$ cat config.mk
export PLATFORM = sky130hd
export DESIGN_NAME = scan_index_sequencer
export DESIGN_NICKNAME = d
export VERILOG_FILES = /design/src/rtl/scan_index_sequencer_pkg.sv /design/src/rtl/scan_index_sequencer_next_index_finder.sv /design/src/rtl/scan_index_sequencer.sv
export SDC_FILE = /design/constraint.sdc
export NUM_CORES = 1
export LEC_CHECK = 0
export CORE_ASPECT_RATIO = 0.5
export CORE_UTILIZATION = 58
export CTS_BUF_LIST = sky130_fd_sc_hd__clkbuf_2
export CTS_CLUSTER_DIAMETER = 150
export DETAILED_ROUTE_END_ITERATION = 10
export MAX_ROUTING_LAYER = met4
export PLACE_DENSITY = 0.89
export SYNTH_ARGS = -nofsm -noshare
export SYNTH_HDL_FRONTEND = slang
export SYNTH_HIERARCHICAL = 1
export SYNTH_SLANG_ARGS = --single-unit
$ cat constraint.sdc
create_clock -name clk_i -period 4.2 [get_ports clk_i]
set_input_delay 1.26 -clock clk_i [delete_from_list [all_inputs] [get_ports clk_i]]
set_output_delay 1.26 -clock clk_i [all_outputs]
set_load 0.02 [all_outputs]
$ cat src/rtl/scan_index_sequencer_pkg.sv
// Shared constants for the scan index sequencer: FSM state encodings and the all-masked value.
package scan_index_sequencer_pkg;

  localparam logic [1:0] ST_IDLE  = 2'd0;
  localparam logic [1:0] ST_RUN   = 2'd1;
  localparam logic [1:0] ST_STALL = 2'd2;

  localparam logic [7:0] MASK_ALL = 8'hFF;

endpackage

$ cat src/rtl/scan_index_sequencer_next_index_finder.sv
// Combinational search for the nearest unmasked position after idx_i in direction dir_i.
module scan_index_sequencer_next_index_finder (
  input  logic [2:0] idx_i,
  input  logic       dir_i,
  input  logic [7:0] skip_mask_i,
  output logic [2:0] nxt_o,
  output logic       found_o,
  output logic       wraps_o
);

  logic [2:0] cand;

  always_comb begin
    nxt_o   = idx_i;
    found_o = 1'b0;
    wraps_o = 1'b0;
    cand    = 3'd0;
    // Farthest candidate first so the nearest unmasked one is the last to overwrite.
    for (int k = 7; k >= 1; k--) begin
      cand = dir_i ? (idx_i - 3'(k)) : (idx_i + 3'(k));
      if (!skip_mask_i[cand]) begin
        nxt_o   = cand;
        found_o = 1'b1;
        wraps_o = dir_i ? (cand > idx_i) : (cand < idx_i);
      end
    end
  end

endmodule

$ cat src/rtl/scan_index_sequencer.sv
// Prescaled 3-bit index stepper with up/down, load and skip mask; drives a 3-8 decoder select.
module scan_index_sequencer
  import scan_index_sequencer_pkg::*;
#(
  parameter int unsigned PRESCALE = 4,
  parameter int unsigned CNT_W    = 8
) (
  input  logic       clk_i,
  input  logic       rst_i,
  input  logic       en_i,
  input  logic       dir_i,
  input  logic       load_i,
  input  logic [2:0] load_val_i,
  input  logic [7:0] skip_mask_i,
  output logic [2:0] idx_o,
  output logic       idx_valid_o,
  output logic       wrap_o,
  output logic       busy_o
);

  localparam logic [CNT_W-1:0] CntMax = CNT_W'(PRESCALE - 1);

  logic [1:0]       state_q, state_d;
  logic [CNT_W-1:0] cnt_q, cnt_d;
  logic [2:0]       idx_q, idx_d;
  logic             wrap_q, wrap_d;

  logic       run;
  logic       tick;
  logic [2:0] nxt;
  logic       found;
  logic       wraps;

  scan_index_sequencer_next_index_finder u_finder (
    .idx_i       (idx_q),
    .dir_i       (dir_i),
    .skip_mask_i (skip_mask_i),
    .nxt_o       (nxt),
    .found_o     (found),
    .wraps_o     (wraps)
  );

  // State register
  always_ff @(posedge clk_i) begin
    if (rst_i) begin
      state_q <= ST_IDLE;
    end else begin
      state_q <= state_d;
    end
  end

  // Next-state logic: en low always returns to idle, a fully masked ring stalls.
  always_comb begin
    state_d = state_q;
    if (!en_i) begin
      state_d = ST_IDLE;
    end else if (skip_mask_i == MASK_ALL) begin
      state_d = ST_STALL;
    end else begin
      state_d = ST_RUN;
    end
  end

  // Output logic
  always_comb begin
    idx_o       = idx_q;
    idx_valid_o = (state_q == ST_RUN) && !skip_mask_i[idx_q];
    wrap_o      = wrap_q;
    busy_o      = (state_q != ST_IDLE);
  end

  assign run  = en_i && (state_q == ST_RUN);
  assign tick = run && (cnt_q == CntMax);

  always_comb begin
    idx_d  = idx_q;
    cnt_d  = cnt_q;
    wrap_d = 1'b0;
    if (load_i) begin
      idx_d = load_val_i;
      cnt_d = '0;
    end else if (tick) begin
      cnt_d = '0;
      if (found) begin
        idx_d  = nxt;
        wrap_d = wraps;
      end
    end else if (run) begin
      cnt_d = cnt_q + CNT_W'(1);
    end
  end

  always_ff @(posedge clk_i) begin
    if (rst_i) begin
      idx_q  <= 3'd0;
      cnt_q  <= '0;
      wrap_q <= 1'b0;
    end else begin
      idx_q  <= idx_d;
      cnt_q  <= cnt_d;
      wrap_q <= wrap_d;
    end
  end

endmodule

Yosys cells after proc, flatten, opt, wreduce, memory -nomap -nowiden
Cells that the tools add are included.

Add/subtract/negate cells: 15. $lt $le $gt $ge: 22. Equal/unequal tests: 4. Muxes and demuxes: 55. Bitwise operators: 3. Reductions and logical operators: 11.

Operator list (count): $mux 3 (17); $lt 3x4->1 const B (8); $mux 1 (29); $bmux 1 s3 (8); $gt 3x3->1 (7); $lt 3x3->1 (7); $add 3x3->3 const B (4); $sub 3x3->3 const B (4); $add 8x1->8 const B (1); $eq 8x2->1 const B (1); $eq 8x8->1 const B (1); $ne 8x8->1 const B (1); $add 3x2->3 const B (2); $reduce_bool 2->1 (3); $sub 3x2->3 const B (2); $reduce_or 4->1 (1); $add 3x1->3 const B (1); $logic_and 1x1->1 (3); $not 1->1 (3); $reduce_and 3->1 (1); $reduce_or 3->1 (1); $sub 3x1->3 const B (1); $eq 2x1->1 const B (1); $mux 2 (1); 2 further kinds (2).

Bits in registers: 14. Input bits: 16. Output and inout port bits: 6. Word-level logic and storage cells: 114.

Logic depth before layout (Yosys ltp)
Gate-level depths: netlist of the first run.

Depth in word-level cells: 14. Gate-level depth with buffers: 15.

Modules after synthesis
Netlist of the first run, hierarchy kept.

By module, submodules not included: scan_index_sequencer_next_index_finder (instances 1, cells an instance 102, area an instance 975.9 µm², sequential area each 0.0 µm²); scan_index_sequencer (instances 1, cells an instance 82, area an instance 797.0 µm², sequential area each 280.3 µm²).

Worst setup path before layout of the first run
OpenSTA, ideal clock, no wires.

Path type: input to output. Start: input skip_mask_i[6]. End: output idx_valid_o. Arrival: 2519 ps. Required time: 2940 ps. Path slack: 421 ps. Stages: 3. Cell sequence: mux4_1 > mux2_2 > nor3b_1.

Longest elaborated chain between the ends: 4.

RTL lines: from (decl) (RTL line scan_index_sequencer.sv:14) `input logic [7:0] skip_mask_i,`; $bmux 1 s3 (RTL line scan_index_sequencer.sv:67) `idx_valid_o = (state_q == ST_RUN) && !skip_mask_i[idx_q];`; $mux 1 (implied by the code) (RTL line scan_index_sequencer.sv:67); $logic_not 1->1 (RTL line scan_index_sequencer.sv:67); $logic_and 1x1->1 (RTL line scan_index_sequencer.sv:67); to (decl) (RTL line scan_index_sequencer.sv:16) `output logic idx_valid_o,`.

No other way between the ends. The select of a mux whose other input is x is not followed.

Final worst setup path of the first run
Ends and elaborated chain as after synthesis.

==> reports/qor.yml, run 1 <==
power_and_ir_drop:
  power_density_nw_per_um2: 555
  pwr-share-clk_pct: 5.4
  internal_power_mw: 0.670
  p_seq_share_pct: 13.2
  p_switching_mw: 0.536
  switching_share_pct: 44.5
  p_leak_nw: 0.838
  total_power_mw: 1.21
  ir_drop_v: 0.000347
  pwr-share-comb_pct: 81.4
layout:
  fin_util_pct: 79.1
  final_cell_mix: "buf_4 (26), clkdlybuf4s50_1 (20), a21oi_1 (15)"
  nets: 251
  drive_gt1_share_pct: 29.3
  fin_area_um2: 2170
  stdcell_count: 262
  syn_to_final_growth_pct: 22.7
  mostFrequentLayoutCell: "buf_4"
  antenna_cells: 0
drt:
  wl_per_cell_um: 16.0
  wl_um: 4180
  firstDrtPassIters: 4
  num_vias: 1647
  dr.first_iter.drc_count: 46
  drt-vias-per-instance: 6.29
  drc: 0
  drtAntennaViolNets: 0
critical_path:
  critPathMaxFanout: 2
  crit_buf_inv: 2
  critPathCaptureType: "output port"
  critical_path.max_stage_delay_ns: 0.53
  path_class: "primary input to output port"
  path_delay_family: "multiplexers"
  crit_start: "skip_mask_i[6]"
  cp.arrival_ns: 2.86
  start_kind: "primary input"
  reg2reg_from: "idx_o[1]"
  crit_slowest_cell: "mux4_1"
  path_cells: "clkdlybuf4s50_1 -> mux4_1 -> mux2_2 -> nor3b_1 -> buf_2"
  critPathRequiredTime_ns: 2.94
floorplanning:
  ios: 22
  die_h_um: 41.1
  rows: 13
  core_um2: 2750
  dieArea_um2: 3300
  dieWidth_um: 80.2
  initial_core_util_pct: 64.5
yosys:
  synthFlopType: "dfxtp_1"
  synthTopCellsByArea: "dfxtp_1 (16%), mux4_2 (7.6%), mux4_1 (5.9%)"
  ys_seq_area_share_pct: 15.8
  synth.cell_area_um2: 1770
  synth_area_per_cell_um2: 9.64
  ys_ff_latch: 14
  post_synth_num_cell_types: 61
  yosys.area.top_type: "dfxtp_1"
  synth_nets: 209
  yosys_warnings: 6
  async_flop_share_pct: 0
  synth_top_area_share_pct: 15.8
  synth_cells: 184
  synth-edff-count: 0
clocking:
  clock_sinks: 14
  clockBufferDepth: 2
  cts_made_buffers: 3
  cts_root_buffer: "clkbuf_2"
  h-tree-depth: 1
  cts_tree: "yes"
  path_clk_slew_ns: 0.13
  post_cts_buffers: 0
  clkLatencyLatePin_ns: 0.28
sta:
  relSlewSlack_pct: 73.2
  rsz0062_at_grt: "no"
  min_period_ns: 4.12
  holdWs_ns: 0.491
  slew_viol_final: 0
  finalSetupTns_ns: 0
  finalSetupViolations: 0
  tightest_slew_ns: 0.402
  hold_viol: 0
  period_share_pct: 98.0
  setup_ws_ns: 0.0826
  fin_skew_ns: 0.00571
  fmax_mhz: 243
placed_design:
  dp.cells: 258
  dp_hpwl_um: 3340
  routabilityCongestion: 0.882
  place_area_um2: 2160
  dp_slack_ns: -0.358
  place.port_buffers: 21
job:
  maxCapViolations: 0
global_route:
  track_usage_pct: 26.7
  grt_pass1_vias: 1478
  grt_max_degree: 17
  antenna_found_initial: 0
  overflow: 0
  grt_pass1_wl_um: 6220
min_path:
  hp-class: "flip-flop to flip-flop"
  min_from: "cnt_q[1]"
outcome:
  status: "complete, no violations"
[worst register-to-register path: cells and delay by family, from the launching register on]
| family | cells | cell delay [ns] |
|---|---|---|
| buffers and inverters | 2 | 0.40 |
| adder cells (fa/ha/maj) | 1 | 0.65 |
| flip-flops | 1 | 0.57 |
| AO/OA/AOI/OAI | 1 | 0.25 |
| AND/OR/NAND/NOR | 2 | 0.65 |
| multiplexers | 3 | 0.84 |
[cell families (layout without fill, tap and decap cells)]
| group | after synthesis | count (layout) | synth area share [%] |
|---|---|---|---|
| AND/OR/NAND/NOR | 57 | 57 | 19.3 |
| AO/OA/AOI/OAI | 50 | 50 | 19.5 |
| multiplexers | 24 | 24 | 23.9 |
| buffers and inverters | 21 | 62 | 6.49 |
| flip-flops | 14 | 14 | 15.8 |
| adder cells (fa/ha/maj) | 9 | 9 | 7.20 |
| XOR/XNOR | 9 | 9 | 7.83 |
[registers in the layout, indices dropped and copies added, names as in the netlist]
| name | cells |
|---|---|
| cnt_q | 8 |
| idx_o | 3 |
| state_q | 2 |
| wrap_o | 1 |
[power by group through the flow]
stage / combinational (mW) / clock, mW / sequential (mW)
floorplan: 0.675 / 0 / 0.166
global placement: 0.926 / 0 / 0.161
detailed placement: 0.959 / 0 / 0.162
CTS: 0.963 / 0.0652 / 0.159
global route: 1.06 / 0.0704 / 0.161
finish: 0.982 / 0.0651 / 0.159
[path summary, 6_finish.rpt]
check,endpoint,slack [ns],cells after the start
setup / recovery,idx_valid_o,0.08,5
hold / removal,cnt_q[1],0.49,2
setup reg to reg,idx_o[1],0.76,9
hold reg to reg,cnt_q[1],0.49,2
[layer usage]
layer,global-route usage [%],part of all wire (%),up-vias
li1,-,-,801
met5,-,0,-
met4,10.7,2.3,0
met3,5.33,5.4,12
met2,49.8,46,52
met1,30.0,46,782
[layout make-up]
cell class,count,area [um^2]
Clock buffer,3,15.0
Clock inverter,1,3.75
Fill cell,185,574
Inverter,11,48.8
Multi-Input combinational cell,149,1380
Sequential cell,14,280
Tap cell,37,46.3
Timing Repair Buffer,47,400
[Yosys cell counts, types with 3 or more instances]
cell and number:
inv_1 9, or4_1 4, clkbuf_1 3, ha_1 7, nand3_1 5, dfxtp_1 14, o21a_1 3, nor2b_1 3
nand4_1 5, mux4_1 4, o211ai_1 3, o22ai_1 4, nor2_1 11, mux2_2 7, nand2_1 11, xor2_1 3
o21ai_1 3, mux4_2 6, mux2i_1 3, a21oi_1 15, o31ai_1 4, buf_4 3
[timing repair]
| item | in CTS | in global routing |
|---|---|---|
| hold endpoints to repair | 0 | 0 |
| gates resized for setup | 5 | 1 |
| pin swaps | 0 | 0 |
| setup endpoints to repair | 1 | 1 |
| hold buffers | 0 | 0 |
Power figures use the tool's default switching activity.
==> inputs of run 2 (changes only) <==
GPL_TIMING_DRIVEN = 1   (was unset)
==> results of run 2 <==
Final layout, timing and power as in run 1 (identical DEF).
==> inputs of run 3 (changes only) <==
CORE_MARGIN = 2   (was unset)
CTS_CLUSTER_SIZE = 25   (was unset)
==> run 3 against run 2 <==
  * Sequential power barely moved
  * Register-to-register slack hardly changed
  * Wire length increased by 3.8%
  * Highest routed layer unchanged
==> reports/qor.yml, run 3 (synthesis gave the netlist of run 1 again) <==
critical_path:
  crit_slowest_cell: "mux4_1"
  critPathCaptureType: "output port"
  r2r-end: "idx_o[1]"
  cp.arrival_ns: 2.84  # -0.02 ns
  critPathMaxFanout: 2  # unchanged
  r2r_slack_ns: 0.75  # about the same
  start_kind: "primary input"
  crit_buf_inv: 2  # unchanged
  critical_path.max_stage_delay_ns: 0.52  # about the same
  path_class: "primary input to output port"
  critPathRequiredTime_ns: 2.94  # about the same
  path_delay_family: "multiplexers"
  path_cells: "clkdlybuf4s50_1 -> mux4_1 -> mux2_2 -> nor3b_2 -> buf_4"
  rr_worst_depth: 9  # unchanged
  reg2reg_from: "idx_o[1]"
sta:
  fin_skew_ns: 0.0123  # +0.00659 ns
  finalSetupViolations: 0  # unchanged
  relSlewSlack_pct: 73.0  # -0.20 points
  slew_viol_final: 0  # unchanged
  holdWs_ns: 0.495  # +0.00474 ns
  period_share_pct: 97.7  # -0.37 points
  tightest_slew_ns: 0.403  # +0.000563 ns
  min_period_ns: 4.10  # -0.0157 ns
  finalSetupTns_ns: 0  # unchanged
  fmax_mhz: 244  # +0.38%
  hold_viol: 0  # unchanged
  rsz0062_at_grt: "no"
global_route:
  grt_pass1_wl_um: 6930  # +12%
  grt_max_degree: 17  # unchanged
  track_usage_pct: 27.2  # +0.47 points
  overflow: 0  # unchanged
  antenna_found_initial: 0  # unchanged
  grt_pass1_vias: 1516  # +2.6%
clocking:
  cts_root_buffer: "clkbuf_2"
  clkLatencyLatePin_ns: 0.30  # +0.02 ns
  cts_tree: "yes"
  h-tree-depth: 1  # unchanged
  clockBufferDepth: 2  # unchanged
  postCtsHoldBufs: 0  # unchanged
  cts_made_buffers: 3  # unchanged
  clock_sinks: 14  # unchanged
  path_clk_slew_ns: 0.15  # +0.02 ns
min_path:
  holdPathEnd: "cnt_q[1]"
  min_from: "cnt_q[1]"
  hp-class: "flip-flop to flip-flop"
  whs_path_depth: 2  # unchanged
layout:
  final_cell_mix: "buf_4 (28), clkdlybuf4s50_1 (20), a21oi_1 (15)"
  largest_reg_flops: 8  # unchanged
  mostFrequentLayoutCell: "buf_4"
  multi_input_area_um2: 1380  # +0.18%
  stdcell_count: 266  # +1.5%
  syn_to_final_growth_pct: 23.6
  top_register: "cnt_q"
  nets: 252  # +0.40%
  fin_util_pct: 74.0  # -5.1 points
  seqCellArea_um2: 280  # unchanged
  drive_gt1_share_pct: 29.6  # +0.31 points
  antenna_cells: 0  # unchanged
  fillerInstances: 198  # +7.0%
drt:
  num_vias: 1669  # +1.3%
  drt-vias-per-instance: 6.27  # -0.19%
  dr.first_iter.drc_count: 64  # +39%
  wl_um: 4340  # +3.8%
  drtAntennaViolNets: 0  # unchanged
  wl_per_cell_um: 16.3  # +2.2%
  firstDrtPassIters: 4  # unchanged
  drc: 0  # unchanged
floorplanning:
  dieWidth_um: 82.2  # +2.5%
  initial_core_util_pct: 59.9  # -4.6 points
  die_h_um: 43.1  # +4.9%
  rows: 14  # +1
  ios: 22  # unchanged
  core_um2: 2960  # +7.7%
  dieArea_um2: 3540  # +7.5%
power_and_ir_drop:
  ir_drop_v: 0.000349  # +0.43%
  p_leak_nw: 0.845  # +0.91%
  total_power_mw: 1.21  # +0.54%
  power_density_nw_per_um2: 554  # -0.20%
placed_design:
  place.port_buffers: 21  # unchanged
  dp.cells: 262  # +1.6%
  routabilityCongestion: 0.888  # +0.78%
  dp_hpwl_um: 3500  # +5.0%
job:
  maxCapViolations: 0  # unchanged
outcome:
  status: "complete, no violations"
## run 3: power breakdown
part | internal, mW | switching [mW] | total (mW)
Sequential | 0.141 | 0.0154 | 0.157
Clock | 0.0207 | 0.0476 | 0.0682
Combinational | 0.512 | 0.476 | 0.988
Total | 0.674 | 0.539 | 1.21
## run 3: area by class of cell
class	count	share of cell area, %
inverters	11	2.23
clock inverters	1	0.171
repair buffers	48	18.7
flip-flops and latches	14	12.8
clock buffers	3	0.685
multi-input cells	149	63.1
well taps	40	2.28
## run 3: worst max-delay path by stage
stage	endpoint	slack, ns	startpoint	cells after the start
after floorplan	idx_valid_o	0.42	skip_mask_i[6]	3
after global placement	idx_valid_o	-0.34	skip_mask_i[6]	5
after detailed placement	idx_valid_o	-0.38	skip_mask_i[6]	5
after CTS	idx_valid_o	0.06	skip_mask_i[6]	5
after global routing	idx_valid_o	0.03	skip_mask_i[5]	5
final	idx_valid_o	0.1	skip_mask_i[6]	5
## run 3: through the flow
stage	area [um^2]	setup WS [ns]
floorplan	1770	0.421
global placement	2170	-0.344
detailed placement	2170	-0.384
CTS	2180	0.0624
global route	2190	0.0331
finish	2190	0.0983
## run 3: metal layers
layer / up-vias / global-route usage (%) / part of all wire, %
li1: 805 / - / -
met1: 794 / 33.0 / 43
met2: 52 / 44.8 / 48
met3: 18 / 4.04 / 5.4
met4: 0 / 12.3 / 3.6
met5: - / - / 0
## run 3: what timing repair did
action,4_1_cts,5_1_grt
buffers inserted,0,0
resized for setup,5,2
endpoints found under the hold margin,0,0
pin swaps,0,0
endpoints found under the setup margin,1,1
## run 3: tightest hold or removal path: stages, from the launching register on
cell and delay, ns:
dfxtp_1 0.36, nand2_1 0.06, a21oi_1 0.05
